$ cat src/rtl/fifo_uart_tx.sv
// 8N1 UART transmitter that drains a synchronous FIFO: pops one byte per frame
// and shifts it out LSB first between a low start bit and a high stop bit.
module fifo_uart_tx #(
  parameter int CLKS_PER_BIT = 16,
  parameter int DATA_W       = 8
) (
  input  logic              clk,
  input  logic              rst,
  input  logic              enable,
  input  logic              fifo_empty,
  input  logic [DATA_W-1:0] fifo_data,
  output logic              fifo_rd_en,
  output logic              tx,
  output logic              busy,
  output logic              frame_done
);

  localparam int TW = (CLKS_PER_BIT > 1) ? $clog2(CLKS_PER_BIT) : 1;
  localparam int IW = $clog2(DATA_W) + 1;
  localparam logic [TW-1:0] T_LAST = TW'(CLKS_PER_BIT - 1);
  localparam logic [TW-1:0] T_PRE  = TW'(CLKS_PER_BIT - 2);
  localparam logic [IW-1:0] I_LAST = IW'(DATA_W - 1);

  typedef enum logic [2:0] {IDLE, FETCH, START, DATA, STOP} state_t;

  state_t            state;
  logic [TW-1:0]     timer;
  logic [IW-1:0]     bit_idx;
  logic [DATA_W-1:0] shift;

  // The pop request must drop in the same cycle reset is asserted.
  assign fifo_rd_en = (state == IDLE) && enable && !fifo_empty && !rst;
  assign busy       = (state != IDLE);

  always_ff @(posedge clk) begin
    if (rst) begin
      state      <= IDLE;
      tx         <= 1'b1;
      frame_done <= 1'b0;
      shift      <= '0;
      timer      <= '0;
      bit_idx    <= '0;
    end else begin
      frame_done <= 1'b0;
      case (state)
        IDLE: begin
          tx <= 1'b1;
          if (fifo_rd_en) state <= FETCH;
        end
        // FIFO read data is valid here, one cycle after the pop.
        FETCH: begin
          shift   <= fifo_data;
          timer   <= '0;
          bit_idx <= '0;
          tx      <= 1'b0;
          state   <= START;
        end
        START: begin
          if (timer == T_LAST) begin
            timer <= '0;
            tx    <= shift[0];
            state <= DATA;
          end else begin
            timer <= timer + 1'b1;
          end
        end
        // tx is loaded one bit ahead so it changes exactly on the bit boundary.
        DATA: begin
          if (timer == T_LAST) begin
            timer   <= '0;
            shift   <= shift >> 1;
            bit_idx <= bit_idx + 1'b1;
            if (bit_idx == I_LAST) begin
              tx    <= 1'b1;
              state <= STOP;
            end else begin
              tx <= shift[1];
            end
          end else begin
            timer <= timer + 1'b1;
          end
        end
        STOP: begin
          if (timer == T_LAST) begin
            timer <= '0;
            state <= IDLE;
          end else begin
            timer <= timer + 1'b1;
            if (timer == T_PRE) frame_done <= 1'b1;
          end
        end
        default: state <= IDLE;
      endcase
    end
  end

endmodule

$ cat config.mk
export PLATFORM = sky130hd
export DESIGN_NAME = fifo_uart_tx
export DESIGN_NICKNAME = d
export VERILOG_FILES = /design/src/rtl/fifo_uart_tx.sv
export SDC_FILE = /design/constraint.sdc
export NUM_CORES = 1
export LEC_CHECK = 0
export ABC_AREA = 1
export BUFFER_PORTS_ARGS = -buffer_cell sky130_fd_sc_hd__buf_4
export CAP_MARGIN = 5
export CORE_AREA = 2 2 53 55
export CTS_BUF_LIST = sky130_fd_sc_hd__clkbuf_8
export DETAILED_ROUTE_END_ITERATION = 6
export DIE_AREA = 0 0 55 57
export MAX_ROUTING_LAYER = met4
export PLACE_DENSITY = 0.71
export SETUP_SLACK_MARGIN = 0.4
export SYNTH_ARGS = -nofsm -noshare
export SYNTH_HDL_FRONTEND = slang
export SYNTH_SLANG_ARGS = --single-unit
$ cat constraint.sdc
create_clock -name clk -period 1.1 [get_ports clk]
set_input_delay 0.22 -clock clk [delete_from_list [all_inputs] [get_ports clk]]
set_output_delay 0.22 -clock clk [all_outputs]
set_load 0.1 [all_outputs]
* Yosys cells after proc, flatten, opt, wreduce, memory -nomap -nowiden
Cells that the tools add are included.
Storage, ports and cells: flip-flop bits (word level) 21, latch bits 0, memory bits (writable) 0, bits in read-only memories 0, input bits 12, word-level logic and storage cells 53, memories kept 0
Cells by class: add/subtract/negate cells 2, $mul 0, divide/modulo/power cells 0, order comparisons 0, equality and inequality tests 12, shifts and indexed selects 0, multiplexer cells 17, bitwise operators 1, reductions and logical operators 15
Operators with widths (count):
- 4-bit case mux with 2 select lines | 2
- 8-bit case mux with 2 select lines | 1
- 3-bit two-way mux | 5
- 3-bit case mux with 5 select lines | 1
- 2-bit inequality test (second input constant) | 5
- 4-bit by 1-bit adder with 4-bit output (second input constant) | 2
- 4-bit == test (second input constant) | 2
- 4-bit two-way mux | 2
- 8-bit two-way mux | 1
- 3-bit by 2-bit == test with 1-bit output (second input constant) | 2
- 3-bit OR reduction | 2
- 5-bit AND reduction | 1
- 4-bit by 3-bit == test with 1-bit output (second input constant) | 1
- 1-bit two-way mux | 4
- 1-bit case mux with 4 select lines | 1
- 2-bit nonzero test | 2
- 4-bit nonzero test | 1
- 3-bit by 1-bit == test with 1-bit output (second input constant) | 1
- 3-bit == test (second input constant) | 1
- 1-bit logical AND | 3
- 3-bit logical NOT | 1
- 3-bit AND reduction | 1
- 3-bit nonzero test | 1
- 1-bit logical NOT | 2
- other kinds (2) | 2

* Logic depth before layout (Yosys ltp)
Gate-level depths: netlist of the first run.
word-level depth 6, gate-level depth with buffers 9, depth with buffers taken out 9

* Worst setup path after synthesis of the first run
Ideal clock, no wire load.
kind register to output, start point reg state[0], end point out fifo_rd_en, data arrival time 2.400 ns, required time 0.880 ns, slack -1.520 ns, cell stages (with the launch flop) 6, path through dfxtp_1 inv_2 nand2_1 nor2_1 inv_1 nor2_1
On the way: word-level cells in the longest chain between the ends 4
Ends and longest elaborated chain:
- start: declaration | line 26 | state_t state;
- start signal: assignment | line 37 | state <= IDLE;
- start signal: assignment | line 48 | if (fifo_rd_en) state <= FETCH;
- start signal: assignment | line 56 | state <= START;
- 3-bit logical NOT | line 32 | assign fifo_rd_en = (state == IDLE) && enable && !fifo_empty && !rst;
- 1-bit logical AND (3 in series) | line 32
- end: declaration | line 12 | output logic fifo_rd_en,
Every way passes these cells.

* Final worst setup path of the first run
start point reg state[2], end point out fifo_rd_en
Same word-level chain as after synthesis.

==> results.sh, run 1 <==
export IMPL_status="finished, violations left"
export IMPL_violations="setup timing"
export IMPL_dpl_hpwl_um=2110
export IMPL_drtPass1Iterations=4
export IMPL_synth_warning_count=0
export IMPL_fin_ws_ns=-0.327
export IMPL_fp_row_count=19
export IMPL_insertion_delay_ns=0.26
export IMPL_worstMarginPinSlew_ns=0.227
export IMPL_max_slew_margin_pct=84.8
export IMPL_syn_area_per_cell_um2=6.43
export IMPL_grt_usage_pct=22.8
export IMPL_fp_dieH_um=57
export IMPL_drv_slew=0
export IMPL_power_density_nw_per_um2=2910
export IMPL_wl_per_cell_um=12.4
export IMPL_placed_area_um2=1500
export IMPL_clk_path_buf_depth=2
export IMPL_drtIter0Drc=19
export IMPL_utilization_pct=70.0
export IMPL_vias=1231
export IMPL_ant_nets=0
export IMPL_drive_gt1_share_pct=46.9
export IMPL_viasPerCell=4.83
export IMPL_worst_ep_arrival_time_ns=1.21
export IMPL_synth_seq_area_share_pct=38.7
export IMPL_overflow=0
export IMPL_grt_pass1_vias=1232
export IMPL_finalHoldViolations=0
export IMPL_place_ws_ns=-0.164
export IMPL_rsz0062_at_grt="true"
export IMPL_cts_hold_fix_buffers=0
export IMPL_p_int_mw=2.86
export IMPL_cts_tree="yes"
export IMPL_worstPathRequired_ns=0.88
export IMPL_antenna_found_initial=0
export IMPL_fin_area_um2=1830
export IMPL_antenna_cells=0
export IMPL_crit_fanout=2
export IMPL_synth_ff_latch_count=21
export IMPL_final_cells=255
export IMPL_fmax_ghz=0.701
export IMPL_crit_type="reg2out"
export IMPL_dp_cells=242
export IMPL_whs_path_depth=3
export IMPL_die_area_um2=3140
export IMPL_post_route_min_period_ns=1.43
export IMPL_portBuffers=15
export IMPL_place_congestion=0.860
export IMPL_synth_area_um2=1090
export IMPL_fin_crit_sh_pct=130
export IMPL_seqPwrFrac_pct=22.4
export IMPL_design_core_area_um2=2620
export IMPL_syn_instance_count=169
export IMPL_clkPwrFrac_pct=9.5
export IMPL_cts_root_buf="clkbuf_8"
export IMPL_htreeDepth=1
export IMPL_cts_sinks=21
export IMPL_cts_buffers=3
export IMPL_finalSetupViolCount=23
export IMPL_power_frac_comb_pct=68.1
export IMPL_maxCapViolations=0
export IMPL_rr_startpoint="state[2]"
export IMPL_ys_types=19
export IMPL_tns_ns=-4.67
export IMPL_r2r_end="state[1]"
export IMPL_grt_max_degree=12
export IMPL_power_switching_mw=2.46
export IMPL_synth_nets=184
export IMPL_sw_frac_of_total_pct=46.2
export IMPL_worstSetupStartpoint="state[2]"
export IMPL_finalClockSkew_ns=0.00620
export IMPL_cp_end_kind="output port"
export IMPL_crit_path_start_kind="flip-flop"
export IMPL_hold_class="in2reg"
export IMPL_clk_pin_slew_ns=0.08
export IMPL_ios=16
export IMPL_initial_utilization_pct=41.5
export IMPL_drc=0
export IMPL_fp_dieW_um=55
export IMPL_reg2reg_slack_ns=-0.27
export IMPL_grt_pass1_wl_um=5210
export IMPL_rr_worst_depth=10
export IMPL_p_leak_nw=0.851
export IMPL_nets=240
export IMPL_area_growth_pct=68.5
export IMPL_vdd_drop_max_v=0.00320
export IMPL_endpoint="fifo_rd_en"
export IMPL_wl_um=3170
-- layout make-up --
class / instances / area, um^2
multi-input combinational: 129 / 751
inverter: 15 / 58.8
clock inverter: 1 / 3.75
timing repair buffer: 55 / 500
fill: 204 / 785
clock buffer: 3 / 41.3
sequential: 21 / 437
tap: 31 / 38.8
-- how the worst min path moves through the flow --
stage / to / from
floorplan: shift[7] / fifo_data[7]
global placement: shift[7] / shift[7]
detailed placement: shift[7] / shift[7]
CTS: shift[7] / fifo_data[7]
global route: shift[7] / fifo_data[7]
finish: shift[7] / fifo_data[7]
-- critical path, stage by stage, from the launching register on --
cell and delay (ns):
dfxtp_2 0.33, inv_2 0.08, nand2_4 0.06, nor2_4 0.09
inv_2 0.07, nor2_4 0.12, buf_12 0.18
-- placed cells by master, fill, tap and decap left out, types with 3 or more instances in the layout --
cell,instances
dfxtp_1,14
nor2_4,5
clkbuf_8,3
inv_1,8
nor2_1,36
inv_2,7
dfxtp_4,3
nand3_1,4
nand2_2,10
a21oi_2,4
o21ai_1,12
buf_12,4
buf_6,10
dfxtp_2,4
nand2_1,38
buf_4,41
-- power by group through the flow --
stage	clock network (mW)	logic [mW]	registers, mW
global route	0.542	3.92	1.21
floorplan	0	1.48	1.26
CTS	0.507	3.12	1.15
global placement	0	2.44	1.14
detailed placement	0	2.51	1.15
finish	0.506	3.62	1.19
-- routing by layer --
layer	part of all wire, %	vias to the layer above	global-route usage [%]
met5	0	-	-
met4	0.54	0	5.57
met3	3.3	2	3.66
met2	55	22	40.1
met1	41	569	26.2
li1	-	638	-
-- stage by stage --
step / total power, mW / hold WS [ns]
floorplan: 2.74 / 0.368
global placement: 3.58 / 0.452
detailed placement: 3.66 / 0.458
CTS: 4.78 / 0.221
global route: 5.67 / 0.217
finish: 5.32 / 0.214
-- cells by family after synthesis --
family	Yosys count	share of synthesized area (%)
AO/OA/AOI/OAI	22	10.4
adder cells (fa/ha/maj)	3	3.46
AND/OR/NAND/NOR	104	38.9
buffers and inverters	19	8.53
flip-flops	21	38.7
-- registers in the layout, indices dropped and copies added (netlist names) --
name / cells
shift: 8
timer: 4
tx: 1
frame_done: 1
state: 3
bit_idx: 4
-- synthesized netlist by cell type (all sizes together) --
cell | n | area (um^2)
a21oi | 6 | 30.0
buf | 3 | 17.5
bufbuf | 1 | 18.8
dfxtp | 21 | 420
ha | 3 | 37.5
inv | 15 | 56.3
nand2 | 52 | 200
nand3 | 8 | 45.0
nand4 | 1 | 6.26
nor2 | 42 | 165
o211ai | 1 | 7.51
o21ai | 15 | 75.1
or2 | 1 | 6.26
-- what timing repair did --
item / CTS / global route
pin swaps: 9 / 16
gates cloned: 0 / 0
setup buffers: 6 / 3
setup endpoints to repair: 25 / 25
gates resized for setup: 39 / 26
No activity file was read; power rests on OpenSTA's default activity.
==> inputs of run 2 (changes only) <==
--- a/config.mk
+++ b/config.mk
@@ -15,6 +15,7 @@
 export MAX_ROUTING_LAYER = met4
 export PLACE_DENSITY = 0.71
 export SETUP_SLACK_MARGIN = 0.4
+export SKIP_CTS_REPAIR_TIMING = 1
 export SYNTH_ARGS = -nofsm -noshare
 export SYNTH_HDL_FRONTEND = slang
 export SYNTH_SLANG_ARGS = --single-unit
==> results.sh, run 2 (synthesis gave the netlist of run 1 again) <==
export IMPL_ant_nets=0
export IMPL_worstPathRequired_ns=0.88
export IMPL_top_register="shift"
export IMPL_cp_end_kind="output port"
export IMPL_clk_pin_slew_ns=0.08
export IMPL_drv_slew=0
export IMPL_cts_sinks=21
export IMPL_worstMarginPinSlew_ns=0.216
export IMPL_nets=233
export IMPL_wl_per_cell_um=11.3
export IMPL_top_regs="shift (8), bit_idx (4), timer (4)"
export IMPL_max_slew_margin_pct=85.6
export IMPL_antenna_cells=0
export IMPL_finalClockSkew_ns=0.00501
export IMPL_grt_pass1_wl_um=4670
export IMPL_largest_reg_flops=8
export IMPL_vdd_drop_max_v=0.00295
export IMPL_fin_crit_sh_pct=125
export IMPL_hold_class="in2reg"
export IMPL_die_area_um2=3140
export IMPL_htreeDepth=1
export IMPL_power_density_nw_per_um2=2710
export IMPL_wl_um=2800
export IMPL_violations="setup timing"
export IMPL_dpl_hpwl_um=2110
export IMPL_maxCapViolations=0
export IMPL_vias=1178
export IMPL_crit_type="reg2out"
export IMPL_cts_root_buf="clkbuf_8"
export IMPL_cts_buffers=3
export IMPL_grt_pass1_vias=1149
export IMPL_fp_dieW_um=55
export IMPL_p_leak_nw=0.793
export IMPL_place_ws_ns=-0.164
export IMPL_rsz0062_at_grt="true"
export IMPL_total_power_mw=4.52
export IMPL_portBuffers=15
export IMPL_overflow=0
export IMPL_drive_gt1_share_pct=39.6
export IMPL_drtPass1Iterations=4
export IMPL_fp_dieH_um=57
export IMPL_crit_fanout=3
export IMPL_final_common_cell="nand2_1"
export IMPL_tns_ns=-3.89
export IMPL_viasPerCell=4.75
export IMPL_status="finished, violations left"
export IMPL_post_route_min_period_ns=1.38
export IMPL_cts_tree="yes"
export IMPL_grt_max_degree=12
export IMPL_drtIter0Drc=17
export IMPL_fp_row_count=19
export IMPL_layout_common_cells="nand2_1, buf_4, nor2_1"
export IMPL_fillCellCount=226
export IMPL_crit_path_start_kind="flip-flop"
export IMPL_finalHoldViolations=0
export IMPL_initial_utilization_pct=41.5
export IMPL_finalSetupViolCount=22
export IMPL_antenna_found_initial=0
export IMPL_drc=0
export IMPL_fmax_ghz=0.726
export IMPL_clk_path_buf_depth=2
export IMPL_ios=16
export IMPL_fin_ws_ns=-0.277
export IMPL_insertion_delay_ns=0.26
export IMPL_area_growth_pct=53.7
export IMPL_grt_usage_pct=20.2
export IMPL_worst_ep_arrival_time_ns=1.16
export IMPL_place_congestion=0.860
export IMPL_design_core_area_um2=2620
==> run 2: changes by cell type in the layout (fill, tap and decap cells not counted), moves of 4 or more <==
| cell | change |
|---|---|
| nand2_2 | -4 |
| nand2_1 | +6 |
| buf_6 | -5 |
| o21ai_0 | +4 |
==> run 2: power breakdown <==
| group | leakage (nW) | internal (mW) | total [mW] | switching (mW) |
|---|---|---|---|---|
| logic | 0.592 | 1.18 | 2.85 | 1.68 |
| clock network | 0.0269 | 0.249 | 0.505 | 0.256 |
| registers | 0.174 | 0.994 | 1.17 | 0.172 |
==> run 2: cell type report <==
cell class / instances / area, um^2 / share of cell area, %
repair buffers: 48 / 417 / 25.0
multi-input cells: 129 / 676 / 40.5
clock buffers: 3 / 41.3 / 2.47
flip-flops and latches: 21 / 434 / 26.0
inverters: 15 / 58.8 / 3.52
clock inverters: 1 / 3.75 / 0.225
well taps: 31 / 38.8 / 2.32
==> run 2: worst paths after layout <==
check / start / end / slack, ns / depth (start not counted)
max: state[0] / fifo_rd_en / -0.28 / 6
min: fifo_data[7] / shift[7] / 0.23 / 3
max reg2reg: state[2] / state[1] / -0.22 / 9
min reg2reg: shift[7] / shift[7] / 0.48 / 2
==> run 2: metal layers <==
metal	global-route usage (%)	wire [um]	vias to the layer above
met4	4.88	25	0
met2	34.9	1470	23
met1	24.2	1210	530
met3	2.88	100	4
met5	-	0	-
li1	-	-	621
==> run 2: metrics by stage <==
step | hold slack, ns | cells | util, % | area, um^2
after global placement | 0.452 | 242 | 57.2 | 1500
after global routing | 0.261 | 248 | 63.8 | 1670
final | 0.230 | 248 | 63.8 | 1670
after floorplan | 0.368 | 169 | - | 1150
after CTS | 0.221 | 246 | 58.9 | 1540
after detailed placement | 0.458 | 242 | 57.2 | 1500
==> run 2: critical path: stages (launching register included) <==
cell and delay, ns:
dfxtp_2 0.33, inv_2 0.09, nand2_4 0.06, nor2_4 0.08, inv_2 0.06, nor2_4 0.09, buf_12 0.18
==> inputs of run 3 (changes only) <==
--- a/config.mk
+++ b/config.mk
@@ -14,8 +14,10 @@
 export DIE_AREA = 0 0 55 57
 export MAX_ROUTING_LAYER = met4
 export PLACE_DENSITY = 0.71
+export REMOVE_ABC_BUFFERS = 1
 export SETUP_SLACK_MARGIN = 0.4
 export SKIP_CTS_REPAIR_TIMING = 1
 export SYNTH_ARGS = -nofsm -noshare
 export SYNTH_HDL_FRONTEND = slang
 export SYNTH_SLANG_ARGS = --single-unit
+export TNS_END_PERCENT = 100
==> results.sh, run 3 (synthesis gave the netlist of run 1 again) <==
export IMPL_worstHoldStart="fifo_data[7]"
export IMPL_fin_area_um2=1790
export IMPL_drc=0
export IMPL_drive_gt1_share_pct=46.1
export IMPL_grt_pass1_vias=1079
export IMPL_placed_area_um2=1410
export IMPL_final_common_cell="nand2_1"
export IMPL_fmax_ghz=0.697
export IMPL_worstSetupStartpoint="state[2]"
export IMPL_vdd_drop_max_v=0.00342
export IMPL_grt_max_degree=12
export IMPL_cts_root_buf="clkbuf_8"
export IMPL_fp_row_count=19
export IMPL_wl_um=2960
export IMPL_grt_usage_pct=17.9
export IMPL_power_switching_mw=2.30
export IMPL_finalClockSkew_ns=0.00359
export IMPL_drtIter0Drc=43
export IMPL_ant_nets=0
export IMPL_ios=16
export IMPL_total_power_mw=5.02
export IMPL_top_register="shift"
export IMPL_seqPwrFrac_pct=23.8
export IMPL_insertion_delay_ns=0.26
export IMPL_dpl_hpwl_um=1970
export IMPL_grt_pass1_wl_um=4220
export IMPL_htreeDepth=1
export IMPL_rr_startpoint="state[0]"
export IMPL_design_core_area_um2=2620
export IMPL_fp_dieW_um=55
export IMPL_clk_pin_slew_ns=0.08
export IMPL_rsz0062_at_grt="true"
export IMPL_maxCapViolations=0
export IMPL_top_regs="shift (8), bit_idx (4), timer (4)"
export IMPL_worstMarginPinSlew_ns=0.232
export IMPL_drtPass1Iterations=4
export IMPL_fin_ws_ns=-0.334
export IMPL_viasPerCell=4.98
export IMPL_fin_crit_sh_pct=130
export IMPL_crit_path_start_kind="flip-flop"
export IMPL_cts_tree="yes"
export IMPL_p_leak_nw=0.826
export IMPL_max_slew_margin_pct=84.5
export IMPL_power_density_nw_per_um2=2810
export IMPL_p_int_mw=2.72
export IMPL_hold_class="in2reg"
export IMPL_clkPwrFrac_pct=10.0
export IMPL_finalHoldViolations=0
export IMPL_power_frac_comb_pct=66.2
export IMPL_cts_buffers=3
export IMPL_nets=233
export IMPL_crit_fanout=4
export IMPL_post_route_min_period_ns=1.43
export IMPL_cts_sinks=21
export IMPL_place_congestion=0.848
export IMPL_area_growth_pct=64.7
export IMPL_sw_frac_of_total_pct=45.8
export IMPL_crit_type="reg2out"
export IMPL_cp_end_kind="output port"
export IMPL_wl_per_cell_um=11.9
export IMPL_fp_dieH_um=57
export IMPL_initial_utilization_pct=41.5
export IMPL_clk_path_buf_depth=2
export IMPL_drv_slew=0
export IMPL_largest_reg_flops=8
export IMPL_layout_common_cells="nand2_1, nor2_1, buf_4"
export IMPL_antenna_cells=0
export IMPL_die_area_um2=3140
export IMPL_violations="setup timing"
export IMPL_overflow=0
export IMPL_vias=1234
export IMPL_worst_ep_arrival_time_ns=1.21
export IMPL_status="finished, violations left"
export IMPL_portBuffers=15
export IMPL_antenna_found_initial=0
export IMPL_worstPathRequired_ns=0.88
export IMPL_finalSetupViolCount=22
[run 3: changes by cell type in the layout (fill, tap and decap cells not counted), moves of 5 or more]
| cell | delta |
|---|---|
| o21ai_2 | +5 |
| nand2_2 | +7 |
| o21ai_1 | -5 |
| nand2_1 | -8 |
| buf_4 | -6 |
[run 3: worst paths after layout]
check                                   to  slack (ns)  depth (start not counted)
worst max-delay path            fifo_rd_en       -0.33                          6
worst min-delay path              shift[7]        0.23                          3
worst max register to register    state[2]       -0.17                          9
worst min register to register    shift[7]        0.51                          2
[run 3: final cells by class]
| cell class | count | area [um^2] |
|---|---|---|
| repair inverters | 1 | 7.51 |
| fillers | 203 | 826 |
| clock buffers | 3 | 41.3 |
| clock inverters | 1 | 3.75 |
| well taps | 31 | 38.8 |
| inverters | 15 | 58.8 |
| flip-flops and latches | 21 | 432 |
| repair buffers | 47 | 463 |
| multi-input cells | 129 | 744 |
[run 3: routing by layer]
metal / vias up / part of all wire [%] / global-route usage [%]
met1: 578 / 41 / 21.1
met3: 4 / 4.0 / 2.36
met4: 0 / 1.0 / 5.92
met5: - / 0 / -
met2: 30 / 54 / 30.6
li1: 622 / - / -
[run 3: critical path: stages, from the launching register on]
cell and delay, ns:
dfxtp_2 0.33, inv_2 0.08, nand2_2 0.08, nor2_4 0.12, inv_2 0.06, nor2_4 0.09
buf_12 0.18
[run 3: power groups by stage]
stage          logic (mW)  registers [mW]  clock network, mW
2_1_floorplan        1.30            1.22                  0
3_3_place_gp         2.22            1.11                  0
3_5_place_dp         2.28            1.12                  0
4_1_cts              2.28            1.10              0.499
5_1_grt              3.61            1.21              0.541
6_report             3.32            1.20              0.500
[run 3: stage by stage]
| step | hold slack [ns] | instances | util (%) | setup WS (ns) | setup TNS [ns] |
|---|---|---|---|---|---|
| 5_1_grt | 0.241 | 248 | 68.4 | -0.409 | -4.67 |
| 6_report | 0.227 | 248 | 68.4 | -0.334 | -3.15 |
| 2_1_floorplan | 0.289 | 165 | - | -1.52 | -5.26 |
| 3_5_place_dp | 0.489 | 237 | 53.9 | -0.281 | -3.24 |
| 3_3_place_gp | 0.482 | 237 | 53.9 | -0.193 | -2.41 |
| 4_1_cts | 0.216 | 241 | 55.6 | -0.464 | -4.17 |
